[src/rtl/pipe_ctrl_sched_pkg.sv]
// Shared types and per-state control decode for the pipeline control scheduler.
package pipe_ctrl_pkg;

  localparam int unsigned NSTG  = 5;
  localparam int unsigned TMR_W = 8;
  localparam int unsigned FL_W  = 3;

  localparam int unsigned STG_IF  = 0;
  localparam int unsigned STG_ID  = 1;
  localparam int unsigned STG_EX  = 2;
  localparam int unsigned STG_MEM = 3;
  localparam int unsigned STG_WB  = 4;

  // Encoding is software visible through the state port.
  typedef enum logic [1:0] {
    RUN    = 2'd0,
    HSTALL = 2'd1,
    MSTALL = 2'd2,
    FLUSH  = 2'd3
  } state_e;

  typedef struct packed {
    logic [NSTG-1:0] stg_en;
    logic [NSTG-1:0] stg_bubble;
    logic            pc_we;
  } stg_ctrl_t;

  localparam logic [NSTG-1:0] EN_ALL     = '1;
  localparam logic [NSTG-1:0] EN_NONE    = '0;
  localparam logic [NSTG-1:0] EN_HSTALL  = ~((NSTG'(1) << STG_IF) | (NSTG'(1) << STG_ID));
  localparam logic [NSTG-1:0] BUB_NONE   = '0;
  localparam logic [NSTG-1:0] BUB_HSTALL = NSTG'(1) << STG_EX;
  localparam logic [NSTG-1:0] BUB_FLUSH  = (NSTG'(1) << STG_IF) | (NSTG'(1) << STG_ID);

  localparam stg_ctrl_t CTRL_RUN    = '{stg_en: EN_ALL,    stg_bubble: BUB_NONE,   pc_we: 1'b1};
  localparam stg_ctrl_t CTRL_HSTALL = '{stg_en: EN_HSTALL, stg_bubble: BUB_HSTALL, pc_we: 1'b0};
  localparam stg_ctrl_t CTRL_MSTALL = '{stg_en: EN_NONE,   stg_bubble: BUB_NONE,   pc_we: 1'b0};
  localparam stg_ctrl_t CTRL_FLUSH  = '{stg_en: EN_ALL,    stg_bubble: BUB_FLUSH,  pc_we: 1'b1};

  function automatic stg_ctrl_t ctrl_of(state_e s);
    stg_ctrl_t c;
    case (s)
      HSTALL:  c = CTRL_HSTALL;
      MSTALL:  c = CTRL_MSTALL;
      FLUSH:   c = CTRL_FLUSH;
      default: c = CTRL_RUN;
    endcase
    return c;
  endfunction

endpackage

[src/rtl/pipe_ctrl_sched_if.sv]
// Request/control bundle between the hazard resolver, memory side and pipeline.
interface pipe_ctrl_sched_if #(
  parameter int unsigned CNT_W = 8
) ();
  import pipe_ctrl_pkg::*;

  logic             freeze_req;
  logic             flush_req;
  logic             resolved;
  logic             mem_busy;
  logic             clr_cnt;
  logic [NSTG-1:0]  stg_en;
  logic [NSTG-1:0]  stg_bubble;
  logic             pc_we;
  logic [1:0]       state;
  logic [CNT_W-1:0] stall_cnt;
  logic [CNT_W-1:0] flush_cnt;
  logic             timeout;

  modport master (
    output freeze_req, flush_req, resolved, mem_busy, clr_cnt,
    input  stg_en, stg_bubble, pc_we, state, stall_cnt, flush_cnt, timeout
  );

  modport slave (
    input  freeze_req, flush_req, resolved, mem_busy, clr_cnt,
    output stg_en, stg_bubble, pc_we, state, stall_cnt, flush_cnt, timeout
  );

endinterface

[src/rtl/pipe_ctrl_sched_perf_counter.sv]
// Performance counter with synchronous clear and selectable saturate/wrap.
module perf_counter #(
  parameter int unsigned CNT_W = 8,
  parameter bit          SAT   = 1'b0
) (
  input  logic             clk,
  input  logic             rst_n,
  input  logic             inc,
  input  logic             clr,
  output logic [CNT_W-1:0] cnt
);

  always_ff @(posedge clk or negedge rst_n) begin
    if (!rst_n) begin
      cnt <= '0;
    end else if (clr) begin
      cnt <= '0;
    end else if (inc && !(SAT && (&cnt))) begin
      cnt <= cnt + CNT_W'(1);
    end
  end

endmodule

[src/rtl/pipe_ctrl_sched.sv]
// Arbitrates memory-busy, flush and freeze requests into registered pipeline
// stage enables/bubbles, with stall/flush counters and a hazard-stall watchdog.
module pipe_ctrl_sched
  import pipe_ctrl_pkg::*;
#(
  parameter int unsigned FLUSH_CYC = 2,
  parameter int unsigned MAX_STALL = 15,
  parameter int unsigned CNT_W     = 8
) (
  input  logic             clk,
  input  logic             rst_n,
  pipe_ctrl_sched_if.slave bus
);

  state_e           state_q, state_d, run_pick;
  logic [TMR_W-1:0] tmr_q, tmr_d;
  logic [FL_W-1:0]  fl_q, fl_d;
  logic             pend_q, pend_d;
  logic             timeout_q, timeout_d;
  logic             want_hs, win_end, flush_entry, stall_inc;
  stg_ctrl_t        ctrl_q, ctrl_d;

  assign want_hs  = bus.freeze_req && !bus.resolved;
  assign win_end  = (fl_q == FL_W'(FLUSH_CYC - 1));
  assign run_pick = bus.mem_busy  ? MSTALL :
                    bus.flush_req ? FLUSH  :
                    want_hs       ? HSTALL : RUN;

  // State register; stage controls are registered alongside the state.
  always_ff @(posedge clk or negedge rst_n) begin
    if (!rst_n) begin
      state_q   <= RUN;
      tmr_q     <= '0;
      fl_q      <= '0;
      pend_q    <= 1'b0;
      timeout_q <= 1'b0;
      ctrl_q    <= CTRL_RUN;
    end else begin
      state_q   <= state_d;
      tmr_q     <= tmr_d;
      fl_q      <= fl_d;
      pend_q    <= pend_d;
      timeout_q <= timeout_d;
      ctrl_q    <= ctrl_d;
    end
  end

  // Next-state, pending-flush, watchdog and flush-window bookkeeping.
  always_comb begin
    state_d     = state_q;
    pend_d      = pend_q;
    timeout_d   = 1'b0;
    flush_entry = 1'b0;
    tmr_d       = '0;
    fl_d        = '0;

    case (state_q)
      RUN: state_d = run_pick;
      HSTALL: begin
        if (bus.mem_busy) begin
          state_d = MSTALL;
        end else if (bus.flush_req) begin
          state_d = FLUSH;
        end else if (!want_hs) begin
          state_d = RUN;
        end else if (tmr_q == TMR_W'(MAX_STALL - 1)) begin
          state_d   = RUN;
          timeout_d = 1'b1;
        end
      end
      MSTALL: begin
        if (bus.flush_req) begin
          pend_d = 1'b1;
        end
        if (!bus.mem_busy) begin
          if (pend_q || bus.flush_req) begin
            state_d = FLUSH;
          end else if (want_hs) begin
            state_d = HSTALL;
          end else begin
            state_d = RUN;
          end
        end
      end
      FLUSH: begin
        // Mid-window memory stall keeps the flush owed; window end re-arbitrates.
        if (win_end) begin
          state_d = run_pick;
        end else if (bus.mem_busy) begin
          state_d = MSTALL;
          pend_d  = 1'b1;
        end
      end
      default: state_d = RUN;
    endcase

    flush_entry = (state_d == FLUSH) && ((state_q != FLUSH) || win_end);
    if (flush_entry) begin
      pend_d = 1'b0;
    end
    if ((state_q == HSTALL) && (state_d == HSTALL)) begin
      tmr_d = TMR_W'(tmr_q + 1'b1);
    end
    if ((state_d == FLUSH) && !flush_entry) begin
      fl_d = FL_W'(fl_q + 1'b1);
    end
  end

  // Output decode of the upcoming state.
  always_comb begin
    ctrl_d = CTRL_RUN;
    ctrl_d = ctrl_of(state_d);
  end

  assign stall_inc = (state_q == HSTALL) || (state_q == MSTALL);

  perf_counter #(.CNT_W(CNT_W), .SAT(1'b1)) u_stall_cnt (
    .clk   (clk),
    .rst_n (rst_n),
    .inc   (stall_inc),
    .clr   (bus.clr_cnt),
    .cnt   (bus.stall_cnt)
  );

  perf_counter #(.CNT_W(CNT_W), .SAT(1'b0)) u_flush_cnt (
    .clk   (clk),
    .rst_n (rst_n),
    .inc   (flush_entry),
    .clr   (bus.clr_cnt),
    .cnt   (bus.flush_cnt)
  );

  assign bus.stg_en     = ctrl_q.stg_en;
  assign bus.stg_bubble = ctrl_q.stg_bubble;
  assign bus.pc_we      = ctrl_q.pc_we;
  assign bus.state      = 2'(state_q);
  assign bus.timeout    = timeout_q;

endmodule

[src/flat_wrapper.sv]
// flat-port wrapper written by rule: the top's interface ports become plain ports
module pipe_ctrl_sched_flat import pipe_ctrl_pkg::*;
#(
  parameter int unsigned FLUSH_CYC = 2,
  parameter int unsigned MAX_STALL = 15,
  parameter int unsigned CNT_W     = 8
)
  (clk, rst_n, bus_freeze_req, bus_flush_req, bus_resolved, bus_mem_busy, bus_clr_cnt, bus_stg_en, bus_stg_bubble, bus_pc_we, bus_state, bus_stall_cnt, bus_flush_cnt, bus_timeout);
  pipe_ctrl_sched_if #(.CNT_W(CNT_W)) bus_i ();
  input  logic clk;
  input  logic rst_n;
  input wire logic [$bits(bus_i.freeze_req)-1:0] bus_freeze_req;
  input wire logic [$bits(bus_i.flush_req)-1:0] bus_flush_req;
  input wire logic [$bits(bus_i.resolved)-1:0] bus_resolved;
  input wire logic [$bits(bus_i.mem_busy)-1:0] bus_mem_busy;
  input wire logic [$bits(bus_i.clr_cnt)-1:0] bus_clr_cnt;
  output wire logic [$bits(bus_i.stg_en)-1:0] bus_stg_en;
  output wire logic [$bits(bus_i.stg_bubble)-1:0] bus_stg_bubble;
  output wire logic [$bits(bus_i.pc_we)-1:0] bus_pc_we;
  output wire logic [$bits(bus_i.state)-1:0] bus_state;
  output wire logic [$bits(bus_i.stall_cnt)-1:0] bus_stall_cnt;
  output wire logic [$bits(bus_i.flush_cnt)-1:0] bus_flush_cnt;
  output wire logic [$bits(bus_i.timeout)-1:0] bus_timeout;
  assign bus_i.freeze_req = bus_freeze_req;
  assign bus_i.flush_req = bus_flush_req;
  assign bus_i.resolved = bus_resolved;
  assign bus_i.mem_busy = bus_mem_busy;
  assign bus_i.clr_cnt = bus_clr_cnt;
  assign bus_stg_en = bus_i.stg_en;
  assign bus_stg_bubble = bus_i.stg_bubble;
  assign bus_pc_we = bus_i.pc_we;
  assign bus_state = bus_i.state;
  assign bus_stall_cnt = bus_i.stall_cnt;
  assign bus_flush_cnt = bus_i.flush_cnt;
  assign bus_timeout = bus_i.timeout;
  pipe_ctrl_sched #(.FLUSH_CYC(FLUSH_CYC), .MAX_STALL(MAX_STALL), .CNT_W(CNT_W)) u_core (.clk(clk), .rst_n(rst_n), .bus(bus_i));
endmodule
[config.mk]
export PLATFORM = sky130hd
export DESIGN_NAME = pipe_ctrl_sched_flat
export DESIGN_NICKNAME = d
export VERILOG_FILES = /design/src/rtl/pipe_ctrl_sched_pkg.sv /design/src/rtl/pipe_ctrl_sched_if.sv /design/src/rtl/pipe_ctrl_sched_perf_counter.sv /design/src/rtl/pipe_ctrl_sched.sv /design/src/flat_wrapper.sv
export SDC_FILE = /design/constraint.sdc
export NUM_CORES = 1
export LEC_CHECK = 0
export BUFFER_PORTS_ARGS = -buffer_cell sky130_fd_sc_hd__buf_2
export CORE_MARGIN = 2
export CORE_UTILIZATION = 40
export CTS_BUF_LIST = sky130_fd_sc_hd__clkbuf_2 sky130_fd_sc_hd__clkbuf_4 sky130_fd_sc_hd__clkbuf_8
export CTS_CLUSTER_DIAMETER = 100
export DETAILED_ROUTE_END_ITERATION = 8
export HOLD_SLACK_MARGIN = 0.02
export PLACE_DENSITY = 0.72
export SYNTH_ARGS = -nofsm -noshare
export SYNTH_HDL_FRONTEND = slang
export SYNTH_SLANG_ARGS = --single-unit
[constraint.sdc]
create_clock -name clk -period 4.4 [get_ports clk]
set_input_delay 1.32 -clock clk [delete_from_list [all_inputs] [get_ports clk]]
set_output_delay 1.32 -clock clk [all_outputs]
set_load 0.02 [all_outputs]
==> results of run 1 <==
cell usage in the layout (no fill, tap or decap), drive strengths merged, types with 6 or more instances in the layout:
cell type and instances:
a21oi 7, buf 34, clkbuf 8, dfrtp 33, ha 15, inv 11
nand2 6, nand3 9, nor2 29, xnor2 9, xor2 6
kinds of logic after synthesis:
family	after synthesis	share of synthesized area, %
mux	4	2.05
fa+ha+maj	15	9.60
compound gates	33	13.2
xor+xnor	15	6.72
flops	35	44.9
buf+inv	22	5.63
other cells	1	0.192
simple gates	68	17.7
state kept, by name, indices dropped and copies added, names as in the netlist:
register and count:
u_core.bus.state 2, u_core.bus.stg_bubble 2, u_core.bus.stg_en 2, u_core.bus.timeout 1
u_core.fl_q 3, u_core.pend_q 1, u_core.tmr_q 8, u_core.u_flush_cnt.cnt 8
u_core.u_stall_cnt.cnt 8
worst paths after layout:
kind / from / to / cells after the start
setup / recovery: bus_mem_busy / u_core.u_flush_cnt.cnt[1] / 10
hold / removal: u_core.fl_q[0] / u_core.fl_q[0] / 1
setup reg to reg: u_core.bus.state[0] / u_core.u_flush_cnt.cnt[1] / 10
hold reg to reg: u_core.fl_q[0] / u_core.fl_q[0] / 1
max in group asynchronous: rst_n / u_core.bus.stg_bubble[1] / 1
min in group asynchronous: rst_n / u_core.u_stall_cnt.cnt[6] / 1
layer usage:
metal,global-route usage [%],up-vias,part of all wire [%]
met5,0,-,0
met4,7.88,0,1.9
met3,3.98,7,4.4
met2,26.1,34,47
met1,19.4,712,46
li1,-,723,-
power breakdown:
part	switching (mW)	internal [mW]	leakage (nW)
Combinational	0.289	0.162	0.533
Clock	0.114	0.131	0.0498
Sequential	0.0453	0.376	0.472
Total	0.448	0.669	1.05
through the flow:
step / cells / setup WS (ps) / utilization [%] / hold slack (ps) / cell area, um2
final: 292 / 1120 / 47.3 / 466 / 2240
after detailed placement: 284 / 915 / 45.4 / 463 / 2140
after CTS: 292 / 1160 / 47.3 / 473 / 2240
after floorplan: 194 / 1250 / - / 435 / 1960
after global placement: 284 / 987 / 45.4 / 452 / 2140
after global routing: 292 / 1020 / 47.3 / 488 / 2240
critical path, delay by kind of cell:
kind / cells / cell delay (ps)
AND/OR/NAND/NOR: 2 / 470
buffers and inverters: 2 / 370
AO/OA/AOI/OAI: 4 / 810
multiplexers: 1 / 200
adder cells (fa/ha/maj): 1 / 280
layout make-up:
cell class	count	area, um2	area share (%)
tap	67	83.8	3.75
inverter	11	41.3	1.85
sequential	35	878	39.3
timing repair buffer	34	170	7.61
clock buffer	8	91.3	4.09
multi-input combinational	137	971	43.4
==> impl_metrics.toml, run 1 <==
[power]
ir_worst_vdd_v = 0.000220
power_mw = 1.12
p_leak_nw = 1.05
powerDensity_nw_per_um2 = 500

[clock_tree]
htree_levels = 2
max-clock-path-buffers = 2
post_cts_resized = 0
clkLatencyLatePin_ps = 290
clk_pin_slew_ps = 70
postCtsHoldBufs = 0
cts_tree = "built"
cts_sinks = 35
post-cts-setup-buffer-count = 0
cts-root-buf = "clkbuf_8"
numCtsBuffers = 5

[yosys]
yosysMostFrequentCell = "dfrtp_1"
synth_commonest_cells = "dfrtp_1 (33), nor2_1 (29), ha_1 (15)"
synth-edff-count = 0
yosysTopAreaCell = "dfrtp_1"
synth-async-reset-ratio_pct = 100
synth_seq_area_share_pct = 44.9
ys_warn_count = 0
yosysTopAreaCellShare_pct = 42.2
synthTopCellsByArea = "dfrtp_1 (42%), ha_1 (9.6%), nor2_1 (5.6%), xnor2_1 (4.0%), a2111oi_2 (3.1%)"
syn_avg_cell_area_um2 = 10.1
syn_inst = 193
yosysUniqueCellTypes = 45
synth_flop_cell = "dfrtp_1"
synth_seq_cells = 35
syn_area_um2 = 1960

[setup_path]
critPathKind = "primary input to register"
cp_slowest_stage_delay_ps = 410
crit_fanout = 7
cp-start-kind = "primary input"
worstPathArrival_ps = 3450
reg2reg_slack_ps = 1530
path_cells = "buf_2, or3_1, o221ai_1, o21ai_1, o31a_1, ha_1, inv_1, a21oi_1, mux2i_1, nor2_1"
required_ps = 4570
endpoint_kind = "register"
crit_slowest_cell = "or3_1"

[global_route]
globalRouteTotalUtil_pct = 15.9
grt_pass1_wl_mm = 6.60
antenna_found_initial = 0
grt_pass1_vias = 1474
grt_max_degree = 36
grt_overflow_total = 0

[timing]
tns_ps = 0
rsz0062_at_grt = "false"
fmax_mhz = 305
fin_crit_sh_pct = 74.6
min_period_ps = 3280
slew-limit-headroom_pct = 48.7
worstMarginPinSlew_ps = 770
final_max_slew_viol_count = 0
fin_worst_skew_ps = 6.21
setup_viol = 0
hold_violations = 0

[placement]
gp_congestion = 0.844
dp_hpwl_mm = 2.59
io_buffers = 34

[route]
drcViolationCount = 0
ant_nets = 0
drt_pass1_iterations = 4
drt_iter0_drc = 111
routed_wl_mm = 3.75
avgRoutedWirePerCell_um = 12.8
via_per_inst = 5.05
vias = 1476

[floorplanning]
die_y_um = 73.9
die_w_um = 73.9
start_util_pct = 41.4
dieArea_um2 = 5460
std_cell_rows = 25
ios = 37
core_um2 = 4720

[final_layout]
final.fill_count = 449
syn2layout_area_growth_pct = 14.3
diodes = 0
drive_above_1_share_pct = 24.0
fin_nets = 246

[job]
cap_violations = 0

[outcome]
status = "complete, no violations"

[hold_path]
hold_path_class = "register to register"
(Power assumes the default switching activity.)
==> run 2: changes to the inputs <==
--- a/config.mk
+++ b/config.mk
@@ -5,6 +5,7 @@
 export SDC_FILE = /design/constraint.sdc
 export NUM_CORES = 1
 export LEC_CHECK = 0
+export ABC_AREA = 1
 export BUFFER_PORTS_ARGS = -buffer_cell sky130_fd_sc_hd__buf_2
 export CORE_MARGIN = 2
 export CORE_UTILIZATION = 40
@@ -12,7 +13,7 @@
 export CTS_CLUSTER_DIAMETER = 100
 export DETAILED_ROUTE_END_ITERATION = 8
 export HOLD_SLACK_MARGIN = 0.02
-export PLACE_DENSITY = 0.72
+export PLACE_DENSITY = 0.74
 export SYNTH_ARGS = -nofsm -noshare
 export SYNTH_HDL_FRONTEND = slang
 export SYNTH_SLANG_ARGS = --single-unit
==> constraint.sdc (replaced) <==
create_clock -name clk -period 2.9 [get_ports clk]
set_input_delay 0.87 -clock clk [delete_from_list [all_inputs] [get_ports clk]]
set_output_delay 0.87 -clock clk [all_outputs]
set_load 0.02 [all_outputs]
==> run 2 against run 1 <==
First-iteration DRC count up 15%; wire length up 6.4%; largest cell class unchanged; hold slack better by 21 ps; critical path type is now register to register; power up 64%; largest power group unchanged.
==> impl_metrics.toml, run 2 <==
[outcome]
status = "complete, no violations"

[power]
powerDensity_nw_per_um2 = 777
ir_worst_vdd_v = 0.000389
p_leak_nw = 1.22

[yosys]
yosysUniqueCellTypes = 31
synth_seq_area_share_pct = 42.8
synth-async-reset-ratio_pct = 100
ys_warn_count = 0
yosysTopAreaCell = "dfrtp_1"
syn_inst = 259
synth_flop_cell = "dfrtp_1"
synthTopCellsByArea = "dfrtp_1 (40%), nand2_1 (11%), ha_1 (9.1%), inv_1 (5.9%), nor2_1 (5.7%)"
synth_commonest_cells = "nand2_1 (59), dfrtp_1 (33), inv_1 (32)"
syn_avg_cell_area_um2 = 7.92
yosysMostFrequentCell = "nand2_1"
synth-edff-count = 0
syn_area_um2 = 2050
synth_seq_cells = 35
yosysTopAreaCellShare_pct = 40.2

[clock_tree]
numCtsBuffers = 5
post-cts-setup-buffer-count = 0
cts-root-buf = "clkbuf_8"
htree_levels = 2
clk_pin_slew_ps = 70
post_cts_resized = 0
cts_sinks = 35
clkLatencyLatePin_ps = 290
cts_tree = "built"
max-clock-path-buffers = 2
postCtsHoldBufs = 0

[setup_path]
rr_worst_depth = 14
path_common_cell = "nand2_1"
cp_slowest_stage_delay_ps = 430
crit_cells = 14
worstPathArrival_ps = 2510
path_cells = "inv_1, ha_1, inv_1, a21oi_1, o21ai_1, nand2_1, nor2_1, a21oi_1, ha_1, nand2_4, nor3_2, nand2_1, nand2_1, nor2_1"
required_ps = 3070
cp_num_buf_inv = 2
crit_fanout = 8
regToRegEndpoint = "u_core.u_flush_cnt.cnt[4]"
endpoint_kind = "register"
crit_family = "simple AND/OR/NAND/NOR gates"
crit_path_start = "u_core.bus.state[0]"
crit_slowest_cell = "dfrtp_1"
critPathKind = "register to register"
cp-start-kind = "register"
reg2reg_slack_ps = 560
reg2reg_from = "u_core.bus.state[0]"
critPathCapture = "u_core.u_flush_cnt.cnt[4]"

[timing]
tns_ps = 0
setup_viol = 0
slew-limit-headroom_pct = 49.7
hold_violations = 0
min_period_ps = 2340
fin_crit_sh_pct = 80.8
worstMarginPinSlew_ps = 755
final_max_slew_viol_count = 0
fmax_mhz = 427
fin_worst_skew_ps = 11.9
rsz0062_at_grt = "false"

[global_route]
grt_overflow_total = 0
globalRouteTotalUtil_pct = 15.4
antenna_found_initial = 0
grt_max_degree = 36
grt_pass1_vias = 1568
grt_pass1_wl_mm = 6.77

[final_layout]
fin_nets = 316
diodes = 0
syn2layout_area_growth_pct = 14.9
final_util_pct = 46.8
drive_above_1_share_pct = 21.7
mostFrequentLayoutCell = "nand2_1"
final_cell_mix = "nand2_1 (59), buf_2 (34), dfrtp_1 (33), inv_1 (32), nor2_1 (31)"
design_area_um2 = 2360
top_regs = "u_core.tmr_q: 8 flops, u_core.u_flush_cnt.cnt: 8 flops, u_core.u_stall_cnt.cnt: 8 flops"
final.fill_count = 493

[floorplanning]
dieArea_um2 = 5720
std_cell_rows = 26
die_w_um = 75.6
ios = 37
core_um2 = 5040
die_y_um = 75.6
start_util_pct = 40.7

[route]
vias = 1723
via_per_inst = 4.72
ant_nets = 0
routed_wl_mm = 3.99
avgRoutedWirePerCell_um = 10.9
drt_pass1_iterations = 4
drt_iter0_drc = 128
drcViolationCount = 0

[placement]
place_area_um2 = 2260
gp_congestion = 0.826
dp_hpwl_mm = 3.00
io_buffers = 34

[job]
cap_violations = 0

[hold_path]
hold_path_class = "register to register"
==> run 2: cells by family (layout without fill, tap and decap cells) <==
kind of cell             after synthesis  count (layout)  share of synthesized area (%)
AND/OR/NAND/NOR                      127             127                           28.1
buffers and inverters                 44              79                           9.39
flip-flops                            35              35                           42.8
AO/OA/AOI/OAI                         33              33                           8.66
adder cells (fa/ha/maj)               15              15                           9.15
XOR/XNOR                               4               4                           1.71
other                                  1               2                          0.183
==> run 2: worst min path at each step <==
stage | to | startpoint | cells after the start | slack [ps]
after floorplan | u_core.fl_q[0] | u_core.fl_q[0] | 1 | 440
after global placement | u_core.fl_q[0] | u_core.fl_q[0] | 1 | 460
after detailed placement | u_core.fl_q[0] | u_core.fl_q[0] | 1 | 470
after CTS | u_core.fl_q[0] | u_core.fl_q[0] | 1 | 490
after global routing | u_core.fl_q[0] | u_core.fl_q[0] | 1 | 520
final | u_core.fl_q[0] | u_core.fl_q[0] | 1 | 490
==> run 2: power by group <==
group	switching (mW)	internal, mW
Combinational	0.556	0.272
Sequential	0.0583	0.573
Clock	0.172	0.201
Total	0.786	1.05
==> run 2: layout make-up <==
cell class / instances / area [um2] / share of cell area, %
clock buffer: 7 / 90.1 / 3.82
clock inverter: 1 / 5.00 / 0.212
inverter: 36 / 135 / 5.73
multi-input combinational: 181 / 985 / 41.8
sequential: 35 / 878 / 37.2
tap: 70 / 87.6 / 3.71
timing repair buffer: 35 / 178 / 7.53
==> run 2: worst reg2reg max path: stages, from the launching register on <==
cell     delay, ps
dfrtp_1        430
inv_1          160
ha_1           210
inv_1           60
a21oi_1        110
o21ai_1         70
nand2_1         50
nor2_1          50
a21oi_1        320
ha_1           290
nand2_4        100
nor3_2         190
nand2_1         80
nand2_1         60
nor2_1          50
==> run 2: metrics by stage <==
step	cells	hold slack (ps)	power, mW	setup slack [ps]
after detailed placement	357	471	1.47	339
after floorplan	260	438	1.27	560
after global placement	357	457	1.46	405
after global routing	365	517	1.98	249
after CTS	365	489	1.85	562
final	365	487	1.83	556
==> run 2: metal layers <==
layer,wire length [um],vias up,part of all wire (%),track usage (%)
li1,-,884,-,-
met1,1910,786,48,19.8
met3,198,6,5.0,4.10
met2,1830,47,46,25.0
met4,49,0,1.2,5.26
met5,0,-,0,0
